<file path="src/rtl/x_delay_scan_ctrl.sv">
// rtl/x_delay_scan_ctrl.sv - per-channel delay registers with automatic best-delay scan
// A scan sweeps one channel through every delay setting, counts probe hits, and applies the winner.
module x_delay_scan_ctrl #(
  parameter int MXDLY = 4,
  parameter int NCH   = 8,
  parameter int MXCH  = 3,
  parameter int MXCNT = 12
) (
  input  logic                 clock,
  input  logic                 reset_n,
  input  logic                 wr_en,
  input  logic [MXCH-1:0]      wr_ch,
  input  logic [MXDLY-1:0]     wr_dly,
  input  logic                 scan_start,
  input  logic [MXCH-1:0]      scan_ch,
  input  logic [MXCNT-1:0]     dwell,
  input  logic                 probe,
  output logic [NCH*MXDLY-1:0] delay_bus,
  output logic                 scan_busy,
  output logic                 scan_done,
  output logic [MXDLY-1:0]     best_dly,
  output logic [MXCNT-1:0]     best_cnt,
  output logic                 wr_reject
);

  localparam int MXSR = 1 << MXDLY;
  // Timer must hold both the settle length (MXSR) and the longest dwell.
  localparam int TW = (MXCNT > MXDLY + 1) ? MXCNT : MXDLY + 1;

  typedef enum logic [2:0] {
    S_IDLE, S_SET, S_SETTLE, S_DWELL, S_NEXT, S_APPLY, S_DONE
  } state_t;

  state_t            state, state_nxt;
  logic [MXCH-1:0]   sch;
  logic [MXCNT-1:0]  sdwell;
  logic [MXDLY-1:0]  step;
  logic [MXCNT-1:0]  hits;
  logic [TW-1:0]     tmr;
  logic [MXDLY-1:0]  dly [NCH];

  logic accept, scan_ch_ok, wr_ch_ok, wr_bad, wr_ok, start_bad;

  assign scan_busy  = (state != S_IDLE) && (state != S_DONE);
  assign scan_done  = (state == S_DONE);
  assign scan_ch_ok = int'(scan_ch) < NCH;
  assign wr_ch_ok   = int'(wr_ch) < NCH;
  assign wr_bad     = wr_en && (!wr_ch_ok || (scan_busy && (wr_ch == sch)));
  assign wr_ok      = wr_en && !wr_bad;
  assign start_bad  = (state == S_IDLE) && scan_start && !scan_ch_ok;

  always_comb begin
    state_nxt = state;
    accept    = 1'b0;
    case (state)
      S_IDLE: begin
        if (scan_start && scan_ch_ok) begin
          accept    = 1'b1;
          state_nxt = S_SET;
        end
      end
      S_SET:    state_nxt = S_SETTLE;
      S_SETTLE: if (tmr == TW'(MXSR - 1)) state_nxt = S_DWELL;
      S_DWELL:  if (tmr == TW'(sdwell) - TW'(1)) state_nxt = S_NEXT;
      S_NEXT:   state_nxt = (&step) ? S_APPLY : S_SET;
      S_APPLY:  state_nxt = S_DONE;
      S_DONE:   state_nxt = S_IDLE;
      default:  state_nxt = S_IDLE;
    endcase
  end

  always_ff @(posedge clock) begin
    if (!reset_n) begin
      state     <= S_IDLE;
      sch       <= '0;
      sdwell    <= '0;
      step      <= '0;
      hits      <= '0;
      tmr       <= '0;
      best_dly  <= '0;
      best_cnt  <= '0;
      wr_reject <= 1'b0;
      for (int k = 0; k < NCH; k++) dly[k] <= '0;
    end else begin
      state     <= state_nxt;
      tmr       <= (state_nxt != state) ? '0 : tmr + TW'(1);
      wr_reject <= wr_bad || start_bad;

      if (accept) begin
        sch      <= scan_ch;
        sdwell   <= (dwell == '0) ? MXCNT'(1) : dwell;
        best_dly <= '0;
        best_cnt <= '0;
        step     <= '0;
      end

      // Hit counter saturates rather than wrapping.
      if (state == S_SET) hits <= '0;
      else if (state == S_DWELL && probe && !(&hits)) hits <= hits + MXCNT'(1);

      // Strict greater-than keeps the lowest delay on ties.
      if (state == S_NEXT) begin
        if (hits > best_cnt) begin
          best_cnt <= hits;
          best_dly <= step;
        end
        if (!(&step)) step <= step + MXDLY'(1);
      end

      for (int k = 0; k < NCH; k++) begin
        if (wr_ok && int'(wr_ch) == k) dly[k] <= wr_dly;
        if (int'(sch) == k && state == S_SET) dly[k] <= step;
        if (int'(sch) == k && state == S_APPLY) dly[k] <= best_dly;
      end
    end
  end

  always_comb begin
    delay_bus = '0;
    for (int k = 0; k < NCH; k++) delay_bus[k*MXDLY +: MXDLY] = dly[k];
  end

endmodule

</file>
<file path="config.mk">
export PLATFORM = sky130hd
export DESIGN_NAME = x_delay_scan_ctrl
export DESIGN_NICKNAME = d
export VERILOG_FILES = /design/src/rtl/x_delay_scan_ctrl.sv
export SDC_FILE = /design/constraint.sdc
export NUM_CORES = 1
export LEC_CHECK = 0
export ABC_AREA = 1
export ABC_CLOCK_PERIOD_IN_PS = 2240
export BUFFER_PORTS_ARGS = -buffer_cell sky130_fd_sc_hd__buf_2
export CAP_MARGIN = 10
export CELL_PAD_IN_SITES_DETAIL_PLACEMENT = 1
export CELL_PAD_IN_SITES_GLOBAL_PLACEMENT = 1
export CORE_MARGIN = 2
export CORE_UTILIZATION = 30
export CTS_BUF_LIST = sky130_fd_sc_hd__clkbuf_16
export DETAILED_ROUTE_END_ITERATION = 7
export PLACE_DENSITY_LB_ADDON = 0.1
export SYNTH_ARGS = -nofsm -noshare
export SYNTH_HDL_FRONTEND = slang
export SYNTH_SLANG_ARGS = --single-unit
</file>
<file path="constraint.sdc">
create_clock -name clock -period 2.24 [get_ports clock]
set_input_delay 0.672 -clock clock [delete_from_list [all_inputs] [get_ports clock]]
set_output_delay 0.672 -clock clock [all_outputs]
set_load 0.1 [all_outputs]
</file>
==> metrics.md, run 1 <==
| Metric | Value |
|---|---|
| Synth Flop Type | dfxtp_1 |
| Slew headroom | 66.4% |
| Num CTS Buffers | 9 |
| Post-Synth Adder-Cell Area | 3.43% |
| Avg Inst Size Synth | 7.46 um^2 |
| Worst IR Drop VDD | 371 uV |
| CP Max Fanout | 6 |
| Maxcap violations | 0 |
| Initial core utilization | 30.8% |
| Die width | 143 um |
| Crit path launch type | flop |
| CTS root buffer | clkbuf_16 |
| Switching Share | 33.3% |
| WL/cell | 16.6 um |
| Post-Syn Nets | 824 |
| Xor and xnor area share after synthesis | 3.16% |
| Max Fclk | 461 MHz |
| Mapped Cells | 781 |
| Flop pwr share | 42.9% |
| Antenna-violating nets left | 0 |
| Gr ovfl total | 0 |
| Via count | between 5000 and 6000 |
| Slew Viols, Final | 0 |
| Clock skew | 7.80 ps |
| Ant. Diodes | 0 |
| Final period util | 96.9% |
| Worst Path Required | 1570 ps |
| Post-synthesis simple-gate area fraction | 28.3% |
| Vias in the first global route | 5939 |
| Starting DRT DRC Count | 240 |
| Sequential share of the synthesized area | 38.1% |
| Outcome | complete, no violations |
| Post-synthesis mux area share | 0% |
| Post-synth EDFFs | 32 |
| CTS tree | built |
| GPL Wtd Cong | 0.846 |
| Design Power | 4420 uW |
| DIE HEIGHT | 143 um |
| Initial antenna violation count | 0 |
| Power share of the clock group | between 30% and 40% |
| CTS Hold Buffers Added | 0 |
| Number of distinct library cells after synthesis | 47 |
| Post-CTS Setup Repair Bufs | 0 |
| DIE AREA | 0.0206 mm^2 |
| Pwr dens | approximately 620 mW/mm^2 |
| Main combinational cell family by area after synthesis | simple AND/OR/NAND/NOR gates |
| Area added between synthesis and finish | 21.6% |
| Min Tclk post-route | 2170 ps |
| Tot GR Track Use | 19.1% |
| PortBufs | 77 |
| Slew @ Worst Pin | 507 ps |
| H-Tree Level Count | 3 |
| Vias per cell | between 4 and 5 |
| #FFs+latches synth | 95 |
| I/O pins | 78 |
| Layout cells sized above 1 | a little under a quarter |
| Setup TNS Final | 0 ps |
| Clk_lat worst skew | 350 ps |
| Internal Power | 2950 uW |
| DP HPWL | 14900 um |
| Leakage | between 0.003 and 0.004 uW |
| Most frequent cells in the layout | nand2_1, inv_1, buf_2 |
| Crit. End Element | output pin |
| TritonRoute pass-1 iters | 4 |
| Fin. Hold Viols | 0 |
| Largest net degree at the start of global routing | 49 |
| Drc violations | 0 |
| Gate power share | between 20% and 30% |
| Crit Path Category | flop to output pin |
| Critical Path AT | around 1500 ps |
| Yosys Warn Count | 0 |
| Final setup violation count | 0 |
| HP Class | flop to flop |
| Core box area | 0.0189 mm^2 |
| Clock tree sinks | 95 |
| Num rows | 50 |
| Nets@finish | 922 |
| Switching power | 1470 uW |
| Global-route wire length before repair | 30800 um |
| Post-synthesis compound-gate area fraction | 17.0% |
| FFs w/ async S/R, synth | 0% |
| Clock slew at reported path FFs | 70 ps |
| RSZ-0062 raised after global routing | false |
| Clk buf depth | 2 |
| Final wirelength | 19000 um |
| Mapped Area | 0.00583 mm^2 |
| Most common cell after layout, fill and taps aside | nand2_1 |
==> layer usage <==
layer	GRT usage [%]	part of all wire, %	wire length, um	vias to the layer above
li1	-	-	-	2799
met1	23.1	45	8590	2706
met2	33.8	49	9290	111
met3	3.33	3.3	624	27
met4	7.28	2.7	521	0
met5	0	0	0	-
==> timing repair <==
action / CTS / global route
endpoints found under the setup margin: 0 / 29
endpoints found under the hold margin: 0 / 0
resized for setup: 0 / 8
==> power by group through the flow <==
| stage | Combinational, uW | Clock, uW | Sequential [uW] |
|---|---|---|---|
| after floorplan | 478 | 0 | 2170 |
| after global placement | 919 | 0 | 1940 |
| after detailed placement | 940 | 0 | 1940 |
| after CTS | 942 | 1640 | 1900 |
| after global routing | 1030 | 1700 | 1910 |
| final | 936 | 1590 | 1900 |
==> path summary, 6_finish.rpt <==
kind / end / startpoint / slack (ps) / depth (start not counted)
worst max-delay path: scan_done / state[2] / 70 / 3
worst min-delay path: best_cnt[10] / best_cnt[10] / 490 / 2
worst max register to register: best_cnt[10] / best_cnt[3] / 190 / 10
worst min register to register: best_cnt[10] / best_cnt[10] / 490 / 2
==> sequential cells by signal, indices dropped and copies added (netlist names) <==
| name | count |
|---|---|
| dly | 32 |
| best_dly | 4 |
| sch | 3 |
| wr_reject | 1 |
| best_cnt | 12 |
| step | 4 |
| hits | 12 |
| state | 3 |
| tmr | 12 |
| sdwell | 12 |
==> cell usage after synthesis (2+ instances only) <==
library cell  instances  area, um^2
nand2_1             130         488
inv_1               115         432
nor2_1               73         274
a21oi_1              72         360
dfxtp_1              63        1260
o21ai_0              54         270
edfxtp_1             32         961
nand3_1              32         160
nor3_1               18        90.1
ha_1                 16         200
nand4_1              15        93.8
xor2_1               14         123
nor2_2               13        81.3
nor3_2               13         130
clkbuf_1             12        45.0
inv_2                11        41.3
o211ai_1              9        67.6
a211oi_1              8        60.1
nand2_2               7        43.8
nor2_4                7        78.8
nor4_1                7        43.8
o21ai_1               7        35.0
xnor2_1               7        61.3
buf_2                 5        25.0
o221ai_1              5        43.8
nor2_8                4        80.1
a221oi_1              3        26.3
nand3_2               3        30.0
o22ai_1               3        18.8
a22oi_1               2        15.0
clkinv_1              2        7.51
nor3b_1               2        15.0
o21ai_2               2        17.5
o21bai_1              2        15.0
==> critical path, cell delays in order, from the launching register on <==
cell	delay, ps
dfxtp_4	390
inv_6	60
nor3_4	230
buf_2	470
==> metrics by stage <==
stage | hold slack, ps | instances | instance area, um^2 | utilization [%] | setup WS, ps
floorplan | 457 | 781 | 5880 | - | -372
global route | 529 | 1144 | 7090 | 37.5 | 1.50
CTS | 495 | 1144 | 7070 | 37.4 | 6.43
detailed placement | 482 | 1128 | 6780 | 35.9 | 32.0
finish | 494 | 1144 | 7090 | 37.5 | 70.2
global placement | 468 | 1128 | 6780 | 35.9 | 97.7
==> cell families (layout without fill, tap and decap cells) <==
kind of cell	after synthesis	in the layout
AOI/OAI and AO/OA	173	173
DFF	95	95
and+or+nand+nor	328	328
buffers and inverters	148	251
xor gates and xnor gates	21	21
adders and majority gates	16	16
==> final cells by class <==
class | instances | area (um^2)
sequential | 95 | 2240
clock inverter | 7 | 65.1
tap | 260 | 325
timing repair buffer | 106 | 668
multi-input combinational | 538 | 3070
inverter | 129 | 497
clock buffer | 9 | 225
fill | 2362 | 11800
(Power assumes the default switching activity.)
==> run 2: changes to the inputs <==
--- a/config.mk
+++ b/config.mk
@@ -15,7 +15,7 @@
 export CORE_UTILIZATION = 30
 export CTS_BUF_LIST = sky130_fd_sc_hd__clkbuf_16
 export DETAILED_ROUTE_END_ITERATION = 7
-export PLACE_DENSITY_LB_ADDON = 0.1
+export PLACE_DENSITY = 0.7
 export SYNTH_ARGS = -nofsm -noshare
 export SYNTH_HDL_FRONTEND = slang
 export SYNTH_SLANG_ARGS = --single-unit
==> constraint.sdc (replaced) <==
create_clock -name clock -period 2.24 [get_ports clock]
set_input_delay 0.672 -clock clock [delete_from_list [all_inputs] [get_ports clock]]
set_output_delay 0.672 -clock clock [all_outputs]
set_load 0.02 [all_outputs]
==> metrics.md, run 2 (synthesis results as in run 1) <==
| Metric | Value |
|---|---|
| Outcome | complete, no violations |
| GPL Wtd Cong | 0.839 (-0.84%) |
| H-Tree Level Count | 3 (unchanged) |
| I/O pins | 78 (unchanged) |
| Slew headroom | 69.4% (+3.0 points) |
| Switching Share | 29.2% (-4.1 points) |
| Vias in the first global route | 5741 (-3.3%) |
| Slew Viols, Final | 0 (unchanged) |
| CTS root buffer | clkbuf_16 |
| Crit path launch type | flop |
| Via count | 5549 (-1.7%) |
| Die width | 143 um (unchanged) |
| Gr ovfl total | 0 (unchanged) |
| Final period util | 92.6% (-4.3 points) |
| Initial antenna violation count | 0 (unchanged) |
| Power share of the clock group | 36.9% (+1.0 points) |
| Fin. Hold Viols | 0 (unchanged) |
| TritonRoute pass-1 iters | 4 (unchanged) |
| Global route hottest layer | met2 |
| Area added between synthesis and finish | 20.6% |
| Clock skew | 9.77 ps (+1.97 ps) |
| Antenna-violating nets left | 0 (unchanged) |
| Internal Power | 2940 uW (-0.28%) |
| Nets@finish | 922 (unchanged) |
| Flop pwr share | 45.7% (+2.8 points) |
| CP Max Fanout | 4 (-2) |
| Switching power | 1210 uW (-18%) |
| Slew @ Worst Pin | 458 ps (-48.4 ps) |
| Grt met1 use | 22.1% (-0.94 points) |
| Initial core utilization | 30.8% (unchanged) |
| Hold WS | 500 ps (+6.25 ps) |
| Drc violations | 0 (unchanged) |
| CTS Hold Buffers Added | 0 (unchanged) |
| Vias per cell | 4.85 (-1.7%) |
| Global-route wire length before repair | 29000 um (-5.6%) |
| Gate power share | 17.3% (-3.9 points) |
| Worst IR Drop VDD | 308 uV (-17%) |
| Clock slew at reported path FFs | 70 ps (about the same) |
| Core box area | 0.0189 mm^2 (unchanged) |
| DP HPWL | 13600 um (-8.4%) |
| Min Tclk post-route | 2070 ps (-95.7 ps) |
| Design Power | 4150 uW (-6.1%) |
| Worst Path Required | 2280 ps (+710 ps) |
| Tot GR Track Use | 18.0% (-1.1 points) |
| Max reg flops | 32 (unchanged) |
| DIE AREA | 0.0206 mm^2 (unchanged) |
| Pwr dens | 591 mW/mm^2 (-5.3%) |
| Most frequent cells in the layout | nand2_1, inv_1, buf_2 |
| Most common cell after layout, fill and taps aside | nand2_1 |
| Max Fclk | 482 MHz (+4.6%) |
| RSZ-0062 raised after global routing | false |
| Largest net degree at the start of global routing | 38 (-22%) |
| Final setup violation count | 0 (unchanged) |
| Layout cells sized above 1 | 21.5% (-2.0 points) |
| Critical Path AT | 2110 ps (+610 ps) |
| DIE HEIGHT | 143 um (unchanged) |
| Fillers | 2407 (+1.9%) |
| Ant. Diodes | 0 (unchanged) |
| Core Util, Final | 37.2% (-0.33 points) |
| Crit. End Element | flop |
| DP Cell Count | 1125 (-0.27%) |
| Num CTS Buffers | 9 (unchanged) |
| Maxcap violations | 0 (unchanged) |
| PortBufs | 77 (unchanged) |
| Clock tree sinks | 95 (unchanged) |
| Crit Path Category | flop to flop |
| Leakage | 0.00310 uW (-0.53%) |
| Clk_lat worst skew | 360 ps (about the same) |
| Num rows | 50 (unchanged) |
| WL/cell | 15.5 um (-6.7%) |
| Fin cells | 1144 (unchanged) |
| Largest register by flop count | dly |
| CTS tree | built |
| Final wirelength | 17700 um (-6.7%) |
| Clk buf depth | 2 (unchanged) |
| Met3 usage | 2.87% (-0.47 points) |
| Met2 usage | 31.7% (-2.1 points) |
| Starting DRT DRC Count | 234 (-2.5%) |
| HP Class | flop to flop |
run 2: changes by cell type in the layout (fill, tap and decap cells not counted), sizes merged:
| cell | change |
|---|---|
| clkinv | +1 |
| inv | -1 |
run 2: power groups by stage:
stage	Sequential (uW)	Clock (uW)	Combinational [uW]
after floorplan	1970	0	455
after global placement	1940	0	690
after detailed placement	1940	0	705
after CTS	1900	1580	714
after global routing	1910	1630	812
final	1900	1530	720
run 2: repair_timing:
action	CTS	global route
pin swaps	0	1
setup endpoints to repair	1	33
buffers inserted	0	3
resized for setup	1	7
cloned	0	0
run 2: final timing paths:
path,slack (ps),end,from,depth (start not counted)
setup / recovery,170,dly[0][4],state[1],9
hold / removal,500,sdwell[11],sdwell[11],2
setup reg to reg,170,dly[0][4],state[1],9
hold reg to reg,500,sdwell[11],sdwell[11],2
run 2: per-stage QoR:
step                      area (um^2)  setup TNS, ps  setup slack, ps
final                            7030              0              166
after global routing             7030              0             4.55
after CTS                        6980              0             47.9
after detailed placement         6700          -98.2            -24.6
after global placement           6700              0             37.7
after floorplan                  5830              0              159
run 2: final cells by class:
class                      count  area (um^2)  share of cell area, %
timing repair buffer         106          666                   9.47
multi-input combinational    538         3040                   43.3
clock buffer                   9          225                   3.21
inverter                     129          489                   6.96
sequential                    95         2220                   31.6
clock inverter                 7         55.1                  0.783
tap                          260          325                   4.63
run 2: metal layers:
layer | up-vias | wire length, um
li1 | 2808 | -
met1 | 2626 | 7950
met2 | 91 | 8800
met3 | 24 | 596
met4 | 0 | 401
met5 | - | 0
run 2: critical path: stages, from the launching register on:
cell	delay [ps]
dfxtp_1	330
inv_1	120
nand2_1	100
nor2_1	160
nor2_2	90
nand3_1	110
nand2_1	110
nor3_2	350
nand2_1	180
nand4_1	210
